--- src/rtl/me_stage.sv ---
// Memory-access stage: ALU results pass through, loads/stores go to the data-memory port.
// Latency: non-mem op 1 cycle; store 3 + gnt wait; load 4 + gnt wait + rvalid wait.
// Backpressure: me_stall holds the EX/ME register while a memory transaction is outstanding.
module me_stage #(
    parameter int AW = 10
) (
    input  logic          clk,
    input  logic          rst,
    input  logic          ME_mem_ctrl,
    input  logic [1:0]    ME_wb_ctrl,
    input  logic [63:0]   ME_data,
    input  logic [63:0]   ME_addr,
    input  logic [4:0]    ME_dest,
    input  logic [1:0]    ME_tid,
    output logic          me_stall,
    output logic          dmem_req,
    output logic          dmem_we,
    output logic [AW-1:0] dmem_addr,
    output logic [63:0]   dmem_wdata,
    input  logic          dmem_gnt,
    input  logic          dmem_rvalid,
    input  logic [63:0]   dmem_rdata,
    output logic [1:0]    WB_wb_ctrl,
    output logic [63:0]   WB_data,
    output logic [4:0]    WB_dest,
    output logic [1:0]    WB_tid
);

    typedef enum logic [1:0] {IDLE, REQ, WAIT, DONE} state_t;

    state_t        state;
    state_t        state_nxt;
    logic          mem_op;
    logic          hold_store;
    logic [1:0]    hold_wb;
    logic [63:0]   hold_data;
    logic [AW-1:0] hold_addr;
    logic [4:0]    hold_dest;
    logic [1:0]    hold_tid;
    logic [63:0]   load_data;
    logic          unused_addr_bits;

    assign mem_op           = ME_mem_ctrl | ME_wb_ctrl[0];
    assign unused_addr_bits = ^{ME_addr[63:AW+3], ME_addr[2:0]};

    always_comb begin
        state_nxt  = state;
        me_stall   = 1'b0;
        dmem_req   = 1'b0;
        dmem_we    = 1'b0;
        dmem_addr  = '0;
        dmem_wdata = '0;
        case (state)
            IDLE: begin
                me_stall = mem_op;
                if (mem_op) state_nxt = REQ;
            end
            REQ: begin
                me_stall   = 1'b1;
                dmem_req   = 1'b1;
                dmem_we    = hold_store;
                dmem_addr  = hold_addr;
                dmem_wdata = hold_data;
                if (dmem_gnt) state_nxt = hold_store ? DONE : WAIT;
            end
            WAIT: begin
                me_stall = 1'b1;
                if (dmem_rvalid) state_nxt = DONE;
            end
            DONE: begin
                state_nxt = IDLE;
            end
            default: state_nxt = IDLE;
        endcase
        // While reset is low the upstream pipeline must not be frozen.
        if (!rst) me_stall = 1'b0;
    end

    always_ff @(posedge clk) begin
        if (!rst) begin
            state      <= IDLE;
            hold_store <= 1'b0;
            hold_wb    <= '0;
            hold_data  <= '0;
            hold_addr  <= '0;
            hold_dest  <= '0;
            hold_tid   <= '0;
            load_data  <= '0;
            WB_wb_ctrl <= '0;
            WB_data    <= '0;
            WB_dest    <= '0;
            WB_tid     <= '0;
        end else begin
            state      <= state_nxt;
            WB_wb_ctrl <= '0;
            WB_data    <= '0;
            WB_dest    <= '0;
            WB_tid     <= '0;
            case (state)
                IDLE: begin
                    if (mem_op) begin
                        hold_store <= ME_mem_ctrl;
                        hold_wb    <= ME_wb_ctrl;
                        hold_data  <= ME_data;
                        hold_addr  <= ME_addr[AW+2:3];
                        hold_dest  <= ME_dest;
                        hold_tid   <= ME_tid;
                    end else begin
                        WB_wb_ctrl <= ME_wb_ctrl;
                        WB_data    <= ME_data;
                        WB_dest    <= ME_dest;
                        WB_tid     <= ME_tid;
                    end
                end
                WAIT: begin
                    if (dmem_rvalid) load_data <= dmem_rdata;
                end
                DONE: begin
                    // A store retires as a bubble; ME_* still shows the old op and is ignored.
                    if (!hold_store) begin
                        WB_wb_ctrl <= hold_wb;
                        WB_data    <= load_data;
                        WB_dest    <= hold_dest;
                        WB_tid     <= hold_tid;
                    end
                end
                default: ;
            endcase
        end
    end

endmodule

--- config.mk ---
export PLATFORM = sky130hd
export DESIGN_NAME = me_stage
export DESIGN_NICKNAME = d
export VERILOG_FILES = /design/src/rtl/me_stage.sv
export SDC_FILE = /design/constraint.sdc
export NUM_CORES = 1
export LEC_CHECK = 0
export ABC_AREA = 1
export BUFFER_PORTS_ARGS = -buffer_cell sky130_fd_sc_hd__buf_2
export CORE_AREA = 2 2 137 139
export CTS_CLUSTER_DIAMETER = 60
export DETAILED_ROUTE_END_ITERATION = 16
export DIE_AREA = 0 0 139 141
export GPL_ROUTABILITY_DRIVEN = 0
export PLACE_DENSITY = 0.86
export SYNTH_ARGS = -nofsm -noshare
export SYNTH_HDL_FRONTEND = slang
export SYNTH_SLANG_ARGS = --single-unit
--- constraint.sdc ---
create_clock -name clk -period 2.4 [get_ports clk]
set_clock_uncertainty 0.15 [all_clocks]
set_input_delay 0.24 -clock clk [delete_from_list [all_inputs] [get_ports clk]]
set_output_delay 0.24 -clock clk [all_outputs]
set_load 0.005 [all_outputs]
==> flow_metrics.env <==
export IMPL_cts_sinks=223
export IMPL_hold_viol=0
export IMPL_clockBufferDepth=3
export IMPL_busiest_layer="met2"
export IMPL_firstDrtPassIters=7
export IMPL_grt_pass1_vias=9925
export IMPL_period_needed_ps=2284
export IMPL_grt_pass1_wl_mm=48.10
export IMPL_rows=50
export IMPL_die_area_sq_um=19600
export IMPL_netlist_area_sq_um=8584
export IMPL_leakagePower_nw=6.215
export IMPL_post_route_period_util_pct=95.17
export IMPL_syn_nets=1372
export IMPL_yosysTopAreaCell="dfxtp_1"
export IMPL_synth_cell_types=19
export IMPL_drcViolationCount=0
export IMPL_ioPinCount=356
export IMPL_fin_util_pct=68.82
export IMPL_netlist_instances=1160
export IMPL_drive_above_1_share_pct=23.17
export IMPL_overflow=0
export IMPL_start_kind="flip-flop"
export IMPL_synthArstFlopShare_pct=0
export IMPL_min_path_type="primary input to flip-flop"
export IMPL_synth_edff_count=0
export IMPL_drt_antenna_violating_nets=0
export IMPL_areaGrowthSynthToFinish_pct=46.44
export IMPL_powerDensity_nw_per_um2=989.2
export IMPL_use_met1_pct=34.09
export IMPL_wirelength_mm=30.95
export IMPL_synthTopCellsByCount="nor2_1 (232), dfxtp_1 (223), inv_1 (159)"
export IMPL_fin_setup_tns_ps=0
export IMPL_wire_per_inst_um=16.98
export IMPL_clk_latency_ps=510
export IMPL_fin_cells=1823
export IMPL_final_nets=1784
export IMPL_crit_arrival_ps=1890
export IMPL_synth_top_area_share_pct=52.00
export IMPL_drv_slew=0
export IMPL_yosys_register_bits=223
export IMPL_setup_violations=0
export IMPL_end_kind="primary output"
export IMPL_clkTransAtPathRegs_ps=70
export IMPL_ir_drop_mv=0.8189
export IMPL_via_per_inst=5.301
export IMPL_fmax_mhz=437.8
export IMPL_die_height_um=141
export IMPL_cp_max_fo=38
export IMPL_cp_required_ps=2010
export IMPL_io_buffers=301
export IMPL_use_met3_pct=5.095
export IMPL_worst_pin_slew_ps=551.0
export IMPL_ys_warn_count=0
export IMPL_antenna_found_initial=1
export IMPL_cts_htree_levels=1
export IMPL_core_sq_um=18270
export IMPL_synth_most_common_cell="nor2_1"
export IMPL_drtIter0Drc=654
export IMPL_cts_root_buf="clkbuf_16"
export IMPL_cts_tree="done"
export IMPL_placed_cells=1629
export IMPL_status="finished clean"
export IMPL_die_width_um=139
export IMPL_grt_util_all_layers_pct=29.87
export IMPL_avgSynthCellArea_sq_um=7.400
export IMPL_synth_main_ff_cell="dfxtp_1"
export IMPL_worstSetupPathType="flip-flop to primary output"
export IMPL_rsz0062_at_grt="no"
export IMPL_start_util_pct=46.99
export IMPL_ys_seq_area_share_pct=52.00
export IMPL_max_slew_margin_rel_pct=63.27
export IMPL_maxCapViolations=0
export IMPL_vias=9663
export IMPL_numCtsBuffers=24
export IMPL_nFillCells=1321
export IMPL_grt_max_degree=108
export IMPL_dp_hpwl_mm=16.59
export IMPL_grt_util_met2_pct=52.29
export IMPL_ys_top_cells_by_area="dfxtp_1 (52%), nor2_1 (10%), o21ai_0 (8.5%)"
## registers in the layout, summed over array words and instances, names as in the netlist
name	cells
WB_data	64
hold_data	64
load_data	64
hold_addr	10
WB_dest	5
hold_dest	5
WB_tid	2
WB_wb_ctrl	2
hold_tid	2
hold_wb	2
state	2
hold_store	1
## per-stage QoR
stage | hold WS [ps] | cell area [sq um] | power, mW | worst slack, ps
after floorplan | 238.8 | 8584 | 7.128 | 756.4
after global placement | 280.0 | 10270 | 8.298 | 444.6
after detailed placement | 278.9 | 10270 | 8.448 | 369.6
after CTS | 57.74 | 12540 | 12.23 | 95.89
after global routing | 161.2 | 12570 | 13.08 | 12.18
final | 95.22 | 12570 | 12.44 | 115.8
## report_power, final
group	switching [mW]	internal (mW)
Sequential	0.410	4.54
Clock	1.49	2.09
Combinational	2.53	1.38
## worst max-delay path, cell delays in order, from the launching register on
cell,delay (ps)
dfxtp_1,360
inv_1,150
ha_2,270
clkbuf_16,290
nand2_1,90
inv_1,90
buf_2,120
## cells by family after synthesis
kind of cell,after synthesis,synth area share [%]
and+or+nand+nor,405,19.09
AOI/OAI and AO/OA,278,16.70
buffers and inverters,248,11.32
DFF,223,52.00
adders and majority gates,6,0.8745
## worst paths after layout
| check | startpoint | end | slack (ps) | cells past startpoint |
|---|---|---|---|---|
| min | dmem_gnt | state[1] | 100 | 6 |
| min reg2reg | hold_wb[0] | WB_wb_ctrl[0] | 290 | 2 |
| max | state[1] | dmem_wdata[38] | 120 | 6 |
| max reg2reg | state[0] | load_data[1] | 290 | 7 |
## cell usage in the layout (no fill, tap or decap), types with 2 or more instances in the layout
| cell | n |
|---|---|
| nand3_1 | 83 |
| nor2_1 | 232 |
| o21ai_0 | 146 |
| nor2_4 | 2 |
| a31oi_1 | 8 |
| a21oi_1 | 97 |
| buf_12 | 5 |
| o21ai_1 | 3 |
| dfxtp_1 | 223 |
| ha_2 | 3 |
| inv_1 | 159 |
| dlygate4sd3_1 | 149 |
| buf_4 | 17 |
| ha_1 | 3 |
| clkbuf_8 | 6 |
| clkinvlp_4 | 3 |
| buf_2 | 300 |
| clkbuf_1 | 6 |
| clkinv_2 | 2 |
| clkbuf_16 | 26 |
| nand2_1 | 87 |
| o22ai_1 | 23 |
## timing repair
action	4_1_cts	5_1_grt
cloned	0	1
endpoints found under the hold margin	221	0
hold buffers	149	0
pin swaps	1	0
gates resized for setup	0	1
setup buffers	1	0
setup endpoints to repair	1	5
## layout make-up
type / count / area (sq um) / area share [%]
multi-input cells: 689 / 3171 / 25.22
diodes: 1 / 2.502 / 0.01991
flip-flops and latches: 223 / 4464 / 35.51
clock inverters: 5 / 32.53 / 0.2588
well taps: 234 / 292.8 / 2.329
inverters: 161 / 604.3 / 4.807
repair buffers: 473 / 3273 / 26.04
clock buffers: 37 / 730.7 / 5.813
## per-layer routing
layer	vias to the layer above	wire, um
li1	4477	-
met1	4443	11430
met2	572	15310
met3	171	2369
met4	0	1833
met5	-	0
No activity file was read; power rests on OpenSTA's default activity.
